--- src/rtl/rf_wb_arbiter.sv ---
// Round-robin writeback arbiter: shares the integer register file's single write port among NREQ sources.
// Latency: the grant is combinational in cycle N, and the registered wb_* write appears in cycle N+1.
// Backpressure: none toward the register file; exactly one pending request is accepted whenever any req_valid is high.
// Optional decode bypass of the registered write when RF_WB_BYPASS_EN is defined.
module rf_wb_arbiter #(
  parameter int XLEN = 64,
  // legal range 2..8; requester i owns slice i of every packed request bus
  parameter int NREQ = 3
) (
  input  logic                   clk,
  input  logic                   reset,
  input  logic [NREQ-1:0]        req_valid,
  input  logic [5*NREQ-1:0]      req_rd,
  input  logic [XLEN*NREQ-1:0]   req_data,
  output logic [NREQ-1:0]        req_ready,
  output logic                   wb_we,
  output logic [4:0]             wb_rd,
  output logic [XLEN-1:0]        wb_data,
  output logic [2:0]             wb_src
`ifdef RF_WB_BYPASS_EN
  ,
  input  logic [4:0]             rs1,
  input  logic [4:0]             rs2,
  output logic                   fwd1_hit,
  output logic                   fwd2_hit,
  output logic [XLEN-1:0]        fwd1_data,
  output logic [XLEN-1:0]        fwd2_data
`endif
);

  // Request buses are widened to 8 entries so a 3-bit requester index selects them exactly.
  logic [7:0]      valid_pad;
  logic [4:0]      rd_arr   [8];
  logic [XLEN-1:0] data_arr [8];

  // Round-robin pointer: the index of the most recently granted requester.
  logic [2:0]      rr_last_q, rr_last_d;

  // Registered write toward the register file.
  logic            wb_we_q,   wb_we_d;
  logic [4:0]      wb_rd_q,   wb_rd_d;
  logic [XLEN-1:0] wb_data_q, wb_data_d;
  logic [2:0]      wb_src_q,  wb_src_d;

  // Arbitration result for the current cycle.
  logic            grant_vld;
  logic [2:0]      grant_idx;
  logic [4:0]      grant_rd;
  logic [XLEN-1:0] grant_data;
  logic [3:0]      cand_sum;
  logic [2:0]      cand;

  assign valid_pad = 8'(req_valid);

  genvar g;
  generate
    for (g = 0; g < 8; g++) begin : g_slice
      if (g < NREQ) begin : g_live
        assign rd_arr[g]   = req_rd[5*g +: 5];
        assign data_arr[g] = req_data[XLEN*g +: XLEN];
      end else begin : g_tie
        assign rd_arr[g]   = 5'd0;
        assign data_arr[g] = '0;
      end
    end
  endgenerate

  // Search upward from rr_last+1, wrapping modulo NREQ; the first valid requester wins.
  // Reset suppresses the grant, so a request raised during reset stays pending.
  always_comb begin
    grant_vld = 1'b0;
    grant_idx = 3'd0;
    cand_sum  = 4'd0;
    cand      = 3'd0;
    for (int k = 1; k <= NREQ; k++) begin
      cand_sum = {1'b0, rr_last_q} + 4'(k);
      if (cand_sum >= 4'(NREQ)) begin
        cand_sum = cand_sum - 4'(NREQ);
      end
      cand = cand_sum[2:0];
      if (!grant_vld && valid_pad[cand] && !reset) begin
        grant_vld = 1'b1;
        grant_idx = cand;
      end
    end
  end

  // Select the winner's payload and drive the one-hot ready.
  always_comb begin
    grant_rd   = rd_arr[grant_idx];
    grant_data = data_arr[grant_idx];
    for (int i = 0; i < NREQ; i++) begin
      req_ready[i] = grant_vld && (grant_idx == 3'(i));
    end
  end

  // Next state: the pointer moves only on a grant.
  // A grant to rd==0 still uses the slot, but it never writes.
  always_comb begin
    rr_last_d = rr_last_q;
    wb_we_d   = 1'b0;
    wb_rd_d   = wb_rd_q;
    wb_data_d = wb_data_q;
    wb_src_d  = wb_src_q;
    if (grant_vld) begin
      rr_last_d = grant_idx;
      wb_we_d   = (grant_rd != 5'd0);
      wb_rd_d   = grant_rd;
      wb_data_d = grant_data;
      wb_src_d  = grant_idx;
    end
  end

  // State registers. Reset leaves the pointer at NREQ-1, so requester 0 leads after reset.
  always_ff @(posedge clk or posedge reset) begin
    if (reset) begin
      rr_last_q <= 3'(NREQ - 1);
      wb_we_q   <= 1'b0;
      wb_rd_q   <= 5'd0;
      wb_data_q <= '0;
      wb_src_q  <= 3'd0;
    end else begin
      rr_last_q <= rr_last_d;
      wb_we_q   <= wb_we_d;
      wb_rd_q   <= wb_rd_d;
      wb_data_q <= wb_data_d;
      wb_src_q  <= wb_src_d;
    end
  end

  assign wb_we   = wb_we_q;
  assign wb_rd   = wb_rd_q;
  assign wb_data = wb_data_q;
  assign wb_src  = wb_src_q;

`ifdef RF_WB_BYPASS_EN
  // Forward the in-flight write to decode; the register file does not return this value until the next cycle.
  always_comb begin
    fwd1_hit  = wb_we_q && (rs1 == wb_rd_q) && (rs1 != 5'd0);
    fwd2_hit  = wb_we_q && (rs2 == wb_rd_q) && (rs2 != 5'd0);
    fwd1_data = fwd1_hit ? wb_data_q : '0;
    fwd2_data = fwd2_hit ? wb_data_q : '0;
  end
`endif

endmodule

--- config.mk ---
export PLATFORM = sky130hd
export DESIGN_NAME = rf_wb_arbiter
export DESIGN_NICKNAME = d
export VERILOG_FILES = /design/src/rtl/rf_wb_arbiter.sv
export SDC_FILE = /design/constraint.sdc
export NUM_CORES = 1
export LEC_CHECK = 0
export CAP_MARGIN = 20
export CELL_PAD_IN_SITES_DETAIL_PLACEMENT = 1
export CELL_PAD_IN_SITES_GLOBAL_PLACEMENT = 1
export CORE_MARGIN = 2
export CORE_UTILIZATION = 28
export CTS_CLUSTER_SIZE = 28
export DETAILED_ROUTE_END_ITERATION = 12
export GPL_ROUTABILITY_DRIVEN = 0
export GPL_TIMING_DRIVEN = 0
export PLACE_DENSITY = 0.88
export SYNTH_ARGS = -nofsm -noshare
export SYNTH_HDL_FRONTEND = slang
export SYNTH_SLANG_ARGS = --single-unit
--- constraint.sdc ---
create_clock -name clk -period 8.75 [get_ports clk]
set_clock_uncertainty 0.05 [all_clocks]
set_input_delay 0.875 -clock clk [delete_from_list [all_inputs] [get_ports clk]]
set_output_delay 0.875 -clock clk [all_outputs]
set_load 0.01 [all_outputs]
=== Word level (Yosys, flattened, before mapping) ===
Index checks and enable logic that the tools add are counted.

* Bits in registers: 76
* Bits of input ports: 212

* Add/sub/neg operators: 6
* Order comparisons: 7
* Eq/ne operators: 2
* Mux-type cells: 22
* Bitwise logic cells: 1
* Reduce and logical (&&, ||, !) cells: 13

{| class="wikitable"
|+ Operators by type and width
! operator !! count
|-
| $bmux W64 S3 || 1
|-
| $mux W64 || 2
|-
| $mux W3 || 6
|-
| $bmux W5 S3 || 1
|-
| $ge A4 B2 Y1 const B || 3
|-
| $lt A3 B4 Y1 const B || 3
|-
| $mux W5 || 2
|-
| $bmux W1 S3 || 3
|-
| $sub A3 B2 Y3 const B || 3
|-
| $add A3 B2 Y4 const B || 2
|-
| $logic_and A1 B1 Y1 || 8
|-
| $mux W1 || 7
|-
| $reduce_bool A5 Y1 || 1
|-
| $add A3 B1 Y4 const B || 1
|-
| $ge A4 B4 Y1 const B || 1
|-
| $not A3 Y4 || 1
|-
| $eq A3 B1 Y1 const B || 1
|-
| $eq A3 B2 Y1 const B || 1
|-
| $logic_not A1 Y1 || 3
|-
| $logic_not A3 Y1 || 1
|}

=== Longest topological paths before layout ===
Gate-level depths: netlist (run 1).

* Word-level depth: 21
* Depth in mapped cells: 13
* Mapped depth without buffers: 10

=== Least setup slack after synthesis (run 1) ===
Ideal clock, no wire load.

* Kind: input to output
* Start: input port reset
* End: output port req_ready[0]
* Arrival: 4.132 ns
* Required time: 7.825 ns
* Path slack: 3.693 ns
* Cell stages on the path: 8
* Path buffers: 3
* Path through: inv_1 -> o211ai_1 -> o2111ai_1 -> a31oi_4 -> buf_6 -> buf_6 -> buf_6 -> nor3_1

* Longest elaborated chain between the ends: 13
* Elaborated cells on any way between the ends: 16
* Those cells by class: mux (6); reduce/logical (10)

{| class="wikitable"
|+ Ends and longest elaborated chain
! what !! line !! RTL
|-
| start: declaration || 11 || <nowiki>input logic reset,</nowiki>
|-
| $logic_not A1 Y1 (no source line) (*) || n/a ||
|-
| $logic_and A1 B1 Y1 || 81 || <nowiki>if (!grant_vld && valid_pad[cand] && !reset) begin</nowiki>
|-
| $mux W1 || 81 ||
|-
| $logic_not A1 Y1 || 81 ||
|-
| $logic_and A1 B1 Y1 (2 in a row) || 81 ||
|-
| $mux W1 || 81 ||
|-
| $logic_not A1 Y1 || 81 ||
|-
| $logic_and A1 B1 Y1 (2 in a row) || 81 ||
|-
| $mux W3 || 81 ||
|-
| $logic_not A3 Y1 || 93 || <nowiki>req_ready[i] = grant_vld && (grant_idx == 3'(i));</nowiki>
|-
| $logic_and A1 B1 Y1 (*) || 93 ||
|-
| end: declaration || 15 || <nowiki>output logic [NREQ-1:0] req_ready,</nowiki>
|}

Mark *: on every way between the ends. The rest lies on a longest branch, timed or not.

=== Worst setup path in the final report (run 1) ===
* Start: register rr_last_q[1]
* End: output port req_ready[0]

* Longest elaborated chain between the ends: 17
* Elaborated cells on any way between the ends: 33
* Those cells by class: add/sub (6); order compare (3); mux (15); reduce/logical (9)

{| class="wikitable"
|+ Ends and longest elaborated chain
! what !! line !! RTL
|-
| start: declaration || 37 || <nowiki>logic [2:0] rr_last_q, rr_last_d;</nowiki>
|-
| start signal: assignment || 117 || <nowiki>rr_last_q <= 3'(NREQ - 1);</nowiki>
|-
| start signal: assignment || 123 || <nowiki>rr_last_q <= rr_last_d;</nowiki>
|-
| $add A3 B1 Y4 || 76 || <nowiki>cand_sum = {1'b0, rr_last_q} + 4'(k);</nowiki>
|-
| $ge A4 B2 Y1 or $sub A3 B2 Y3 (tied branches) || 77, 78 ||
|-
| $mux W3 || 77 || <nowiki>if (cand_sum >= 4'(NREQ)) begin</nowiki>
|-
| $bmux W1 S3 || 81 ||
|-
| $mux W1 (implied by the code) || 81 ||
|-
| $logic_and A1 B1 Y1 || 81 ||
|-
| $mux W1 || 81 ||
|-
| $logic_not A1 Y1 || 81 ||
|-
| $logic_and A1 B1 Y1 (2 in a row) || 81 ||
|-
| $mux W1 || 81 ||
|-
| $logic_not A1 Y1 || 81 ||
|-
| $logic_and A1 B1 Y1 (2 in a row) || 81 ||
|-
| $mux W3 || 81 ||
|-
| $logic_not A3 Y1 || 93 ||
|-
| $logic_and A1 B1 Y1 (*) || 93 ||
|}

Mark *: on every way between the ends. The rest lies on a longest branch, timed or not. The select of a mux whose other input is x is not followed.

==> results.cfg, run 1 <==
[status]
status = completed

[cts]
hold_buffers = 0
cts_buffer_depth = 2
cts_setup_buffers = 0
clk_latency_ns = 0.33
path_clk_slew_ns = 0.06
h-tree-depth = 3
cts-root-buf = clkbuf_16
clock_sinks = 74
cts_buffers = 9
cts_resized = 0
cts_tree = yes

[timing]
clock.fmax_mhz = 203
rsz0062_at_grt = false
slew_headroom = 0.535
period_share = 0.563
layout_min_cycle_time_ns = 4.92
fin_setup_tns_ns = 0
hold_viol = 0
final_max_slew_viol_count = 0
setup_viol = 0
worst_pin_slew_ns = 0.697

[critical_path]
crit_buf_inv = 5
crit_path_max_fanout = 10
max_stage_delay_ns = 0.59
path_cells = inv_1, ha_1, buf_6, mux2_4, a2111o_1, nand3_4, inv_2, a311oi_4, clkbuf_1, nor3_1, clkdlybuf4s50_1
setup.worst_path.start = rr_last_q[1]
end_kind = output pin
slowest_stage = dfstp_2
r2r_end = wb_data[54]
rrSetupSlack_ns = 5.32
worstReg2RegStart = rr_last_q[1]
worstSetupPathType = reg -> out
path_delay_family = buffers and inverters
start_kind = flip-flop
reg2reg_depth = 11
required_ns = 7.83
arrival_ns = 4.00

[logic_synthesis]
yosys.area_share.simple = 0.194
yosysSeqAreaShare = 0.421
yosysUniqueCellTypes = 54
synth_area_per_cell_um2 = 9.39
synth_xor_area_frac = 0.0119
syn_nets = 688
async_flop_share = 1.00
synthFlopType = dfrtp_1
synthAdderAreaFrac = 0.0199
synthCells = 469
ys_ff_latch = 74
syn-cell-area_mm2 = 0.00440
synth_compound_area_frac = 0.260
synth.area.mux_share = 0.0190
synth_top_family_by_area = compound AO/OA/AOI/OAI gates
synth_warnings = 0
synth_edf_count = 0

[hold_path]
worstHoldPathType = reg -> reg
min_from = wb_src[1]
min_path_cells = 1
hold_end = wb_src[1]

[route]
dr_total_vias = 5075
first_iter_violations = 186
ant_nets = 0
drc = 0
wirelength_um = 20400
first_pass_iters = 4
vias_per_cell = 5.16
drt-wirelength-per-cell_um = 20.7

[place]
hpwl_um = 16400
placed_cell_area_mm2 = 0.00757
dp.cells = 968
port_buffers = 287

[grt]
track_usage = 0.236
grt_antenna_before_repair = 0
grt_pass1_wl_um = 30000
grt_pass1_vias = 5577
grt_overflow = 0
grt_max_degree = 47

[cells_and_area]
mostFrequentLayoutCells = 287 x clkdlybuf4s50_1, 73 x dfrtp_1, 69 x nand2_1
layout-drive-gt1-share = 0.110
antenna_cells = 0
area_growth_pct = 78.6
nNetsFinal = 987
layout.cells.most_common = clkdlybuf4s50_1
fin_area_mm2 = 0.00786
stdcell_count = 983

[die]
die_w_um = 129
fp-row-count = 45
die_area_mm2 = 0.0167
core-area_mm2 = 0.0153
io_pins = 288
die_h_um = 129
start_util = 0.288

[pwr]
ir_worst_vdd_mv = 0.229
power.leakage_nw = 3.13
p_total_mw = 3.92
power_density_mw_per_mm2 = 499

[run]
cap_violations = 0
-- cell families (layout without fill, tap and decap cells) --
logic type               count (synthesis)  in the layout
AO/OA/AOI/OAI                          138            138
XOR/XNOR                                 6              6
adder cells (fa/ha/maj)                  7              7
buffers and inverters                   47            350
flip-flops                              74             74
multiplexers                             7              7
AND/OR/NAND/NOR                        190            190
-- area by class of cell --
class                           count  area, um^2
Fill cell                        1717        7400
Multi-Input combinational cell    348        2220
Clock buffer                       10         239
Inverter                            5        21.3
Timing Repair Buffer              288        2900
Tap cell                          211         264
Clock inverter                      5        53.8
Sequential cell                    74        1850
Buffer                             42         307
-- how the worst max path moves through the flow --
stage | end | slack [ns] | depth (start not counted)
floorplan | req_ready[0] | 3.69 | 8
CTS | req_ready[0] | 3.80 | 11
detailed placement | req_ready[0] | 3.87 | 10
finish | req_ready[0] | 3.83 | 11
global placement | req_ready[0] | 1.61 | 10
global route | req_ready[0] | 3.63 | 11
-- where the power goes --
group          switching, mW  internal, mW  total (mW)
Sequential             0.108         0.556       0.664
Combinational           1.64          1.25        2.89
Clock                  0.146         0.226       0.373
Total                   1.89          2.03        3.92
-- metal layers --
layer	up-vias	track usage	wire [um]
met3	38	0.0632	1630
met1	2491	0.259	7730
met5	-	0	0
met4	0	0.0934	546
met2	231	0.432	10500
li1	2315	-	-
-- synth_stat cells (4+ instances only) --
| cell type | n | area share |
|---|---|---|
| buf_6 | 13 | 0.033 |
| a31oi_1 | 30 | 0.043 |
| xnor2_1 | 5 | 0.0099 |
| a221oi_2 | 10 | 0.034 |
| a22oi_2 | 11 | 0.031 |
| mux2i_1 | 4 | 0.0091 |
| ha_1 | 7 | 0.020 |
| nand3_1 | 51 | 0.058 |
| dfrtp_1 | 73 | 0.42 |
| a22oi_1 | 44 | 0.075 |
| o21ai_1 | 12 | 0.014 |
| buf_2 | 11 | 0.013 |
| nand2_1 | 69 | 0.059 |
| a21oi_1 | 9 | 0.010 |
| buf_4 | 7 | 0.012 |
| clkbuf_1 | 7 | 0.0060 |
| nor2_1 | 53 | 0.045 |
-- metrics by stage --
| stage | worst slack, ns | util | hold WS, ns |
|---|---|---|---|
| 6_report | 3.83 | 0.515 | 0.439 |
| 5_1_grt | 3.63 | 0.515 | 0.460 |
| 4_1_cts | 3.80 | 0.515 | 0.448 |
| 3_5_place_dp | 3.87 | 0.496 | 0.432 |
| 3_3_place_gp | 1.61 | 0.494 | 0.417 |
| 2_1_floorplan | 3.69 | - | 0.468 |
-- worst register-to-register path: cells and delay by family, from the launching register on --
family | cells | cell delay (ns)
and+or+nand+nor | 3 | 0.42
adders and majority gates | 1 | 0.30
DFF | 1 | 0.59
buffers and inverters | 4 | 0.91
muxes | 1 | 0.31
AOI/OAI and AO/OA | 2 | 0.78
-- flip-flops by register name, summed over array words and instances, names as in the netlist --
signal / cells
wb_data: 64
rr_last_q: 3
wb_src: 1
wb_rd: 5
wb_we: 1
Note: power is estimated with default switching activity, not from simulation.
==> inputs of run 2 (changes only) <==
- CORE_UTILIZATION: 28 -> 23
- PLACE_DENSITY: 0.88 -> 0.77
- clock period: 8.75 -> 4.4 ns (I/O delays scaled with it)
==> run 2 against run 1 <==
Combinational power rose by 100%. Non-clock buffer count rose by 2. Via count fell by 3.2%. Utilization fell by 9.2 points. First-iteration DRC count fell by 18%. Die area rose by 21%. Sequential cell count did not move. Wire length fell by 4.5%. Worst setup slack got worse by 3.7 ns. Critical endpoint unchanged.
==> results.cfg, run 2 (synthesis gave the netlist of run 1 again) <==
[route]
drc = 0
first_iter_violations = 153
dr_total_vias = 4911
wirelength_um = 19500
first_pass_iters = 4
vias_per_cell = 4.87
drt-wirelength-per-cell_um = 19.3
ant_nets = 0

[grt]
grt_max_degree = 52
grt_pass1_vias = 5204
grt_antenna_before_repair = 0
track_usage = 0.190
grt_overflow = 0
grt_pass1_wl_um = 29400

[cts]
h-tree-depth = 3
clk_latency_ns = 0.34
cts_tree = yes
cts-root-buf = clkbuf_16
hold_buffers = 0
cts_buffer_depth = 2
path_clk_slew_ns = 0.06
cts_buffers = 9
clock_sinks = 74

[critical_path]
worstReg2RegStart = rr_last_q[1]
slowest_stage = dfstp_2
r2r_end = wb_data[55]
end_kind = output pin
required_ns = 3.91
setup.worst_path.start = rr_last_q[1]
crit_path_max_fanout = 10
reg2reg_depth = 12
rrSetupSlack_ns = 1.03
path_cells = inv_1, ha_1, buf_6, mux2_4, a2111o_1, nand3_4, inv_2, a311oi_4, buf_2, nor3_1, clkdlybuf4s50_1
path_depth = 11
max_stage_delay_ns = 0.60
worstSetupEndpoint = req_ready[0]
arrival_ns = 3.74
start_kind = flip-flop
worstSetupPathType = reg -> out
crit_buf_inv = 5
path_delay_family = buffers and inverters

[pwr]
ir_worst_vdd_mv = 0.318
power.leakage_nw = 3.16
power_density_mw_per_mm2 = 998
p_total_mw = 7.93

[die]
die_h_um = 142
io_pins = 288
die_w_um = 142
start_util = 0.235
core-area_mm2 = 0.0188
fp-row-count = 50
die_area_mm2 = 0.0203

[hold_path]
worstHoldPathType = reg -> reg

[place]
port_buffers = 287
placed_cell_area_mm2 = 0.00760
hpwl_um = 15300

[cells_and_area]
nNetsFinal = 989
mostFrequentLayoutCells = 287 x clkdlybuf4s50_1, 73 x dfrtp_1, 69 x nand2_1
layout.cells.most_common = clkdlybuf4s50_1
antenna_cells = 0
num-fill-cells = 2145
fin_area_mm2 = 0.00795
layout-drive-gt1-share = 0.114
largest_register_ff_count = 64
area_growth_pct = 80.6

[timing]
worst_pin_slew_ns = 0.630
layout_min_cycle_time_ns = 4.23
final_max_slew_viol_count = 0
fin_setup_tns_ns = 0
rsz0062_at_grt = false
hold_viol = 0
setup_viol = 0
period_share = 0.961
whs_ns = 0.431
slew_headroom = 0.580
clock.fmax_mhz = 236

[run]
cap_violations = 0

[status]
status = completed
run 2: changes by cell type in the layout (fill, tap and decap cells not counted):
| cell | previous run | this run |
|---|---|---|
| buf_8 | 1 | 2 |
| clkbuf_8 | 1 | 2 |
| clkinv_2 | 3 | 1 |
| clkinv_4 | 0 | 1 |
| buf_2 | 11 | 12 |
| bufinv_16 | 1 | 2 |
| inv_6 | 1 | 0 |
| buf_4 | 7 | 8 |
run 2: what timing repair did:
| item | in CTS | in global routing |
|---|---|---|
| setup endpoints to repair | 1 | 3 |
| resized for setup | 1 | 3 |
| buffers inserted | 0 | 2 |
run 2: cell type report:
type / instances / area [um^2] / area share
well taps: 234 / 293 / 0.0368
clock buffers: 12 / 256 / 0.0323
plain buffers: 42 / 315 / 0.0397
multi-input cells: 348 / 2220 / 0.280
repair buffers: 290 / 2920 / 0.367
inverters: 5 / 21.3 / 0.00268
flip-flops and latches: 74 / 1850 / 0.233
clock inverters: 4 / 73.8 / 0.00928
run 2: worst min-delay path by stage:
| stage | from | endpoint | slack (ns) | cells after the start |
|---|---|---|---|---|
| after floorplan | wb_src[1] | wb_src[1] | 0.47 | 1 |
| after global placement | wb_src[1] | wb_src[1] | 0.41 | 1 |
| after detailed placement | wb_src[1] | wb_src[1] | 0.42 | 1 |
| after CTS | wb_src[1] | wb_src[1] | 0.43 | 1 |
| after global routing | wb_src[1] | wb_src[1] | 0.46 | 1 |
| final | wb_src[1] | wb_src[1] | 0.43 | 1 |
run 2: per-stage QoR:
step	worst slack (ns)	utilization	cells
2_1_floorplan	0.213	-	469
3_3_place_gp	-2.16	0.403	990
3_5_place_dp	0.115	0.405	991
4_1_cts	0.0635	0.422	1007
5_1_grt	0.0106	0.424	1009
6_report	0.170	0.424	1009
run 2: per-layer routing:
layer / share of wire / track usage
met5: 0 / 0
met2: 0.49 / 0.331
met3: 0.074 / 0.0542
met4: 0.022 / 0.0688
met1: 0.41 / 0.224
run 2: where the power goes:
part           internal [mW]  leakage (nW)  switching [mW]
Sequential              1.10         0.840           0.187
Combinational           2.52          2.15            3.28
Clock                  0.529         0.163           0.313
Total                   4.15          3.16            3.78
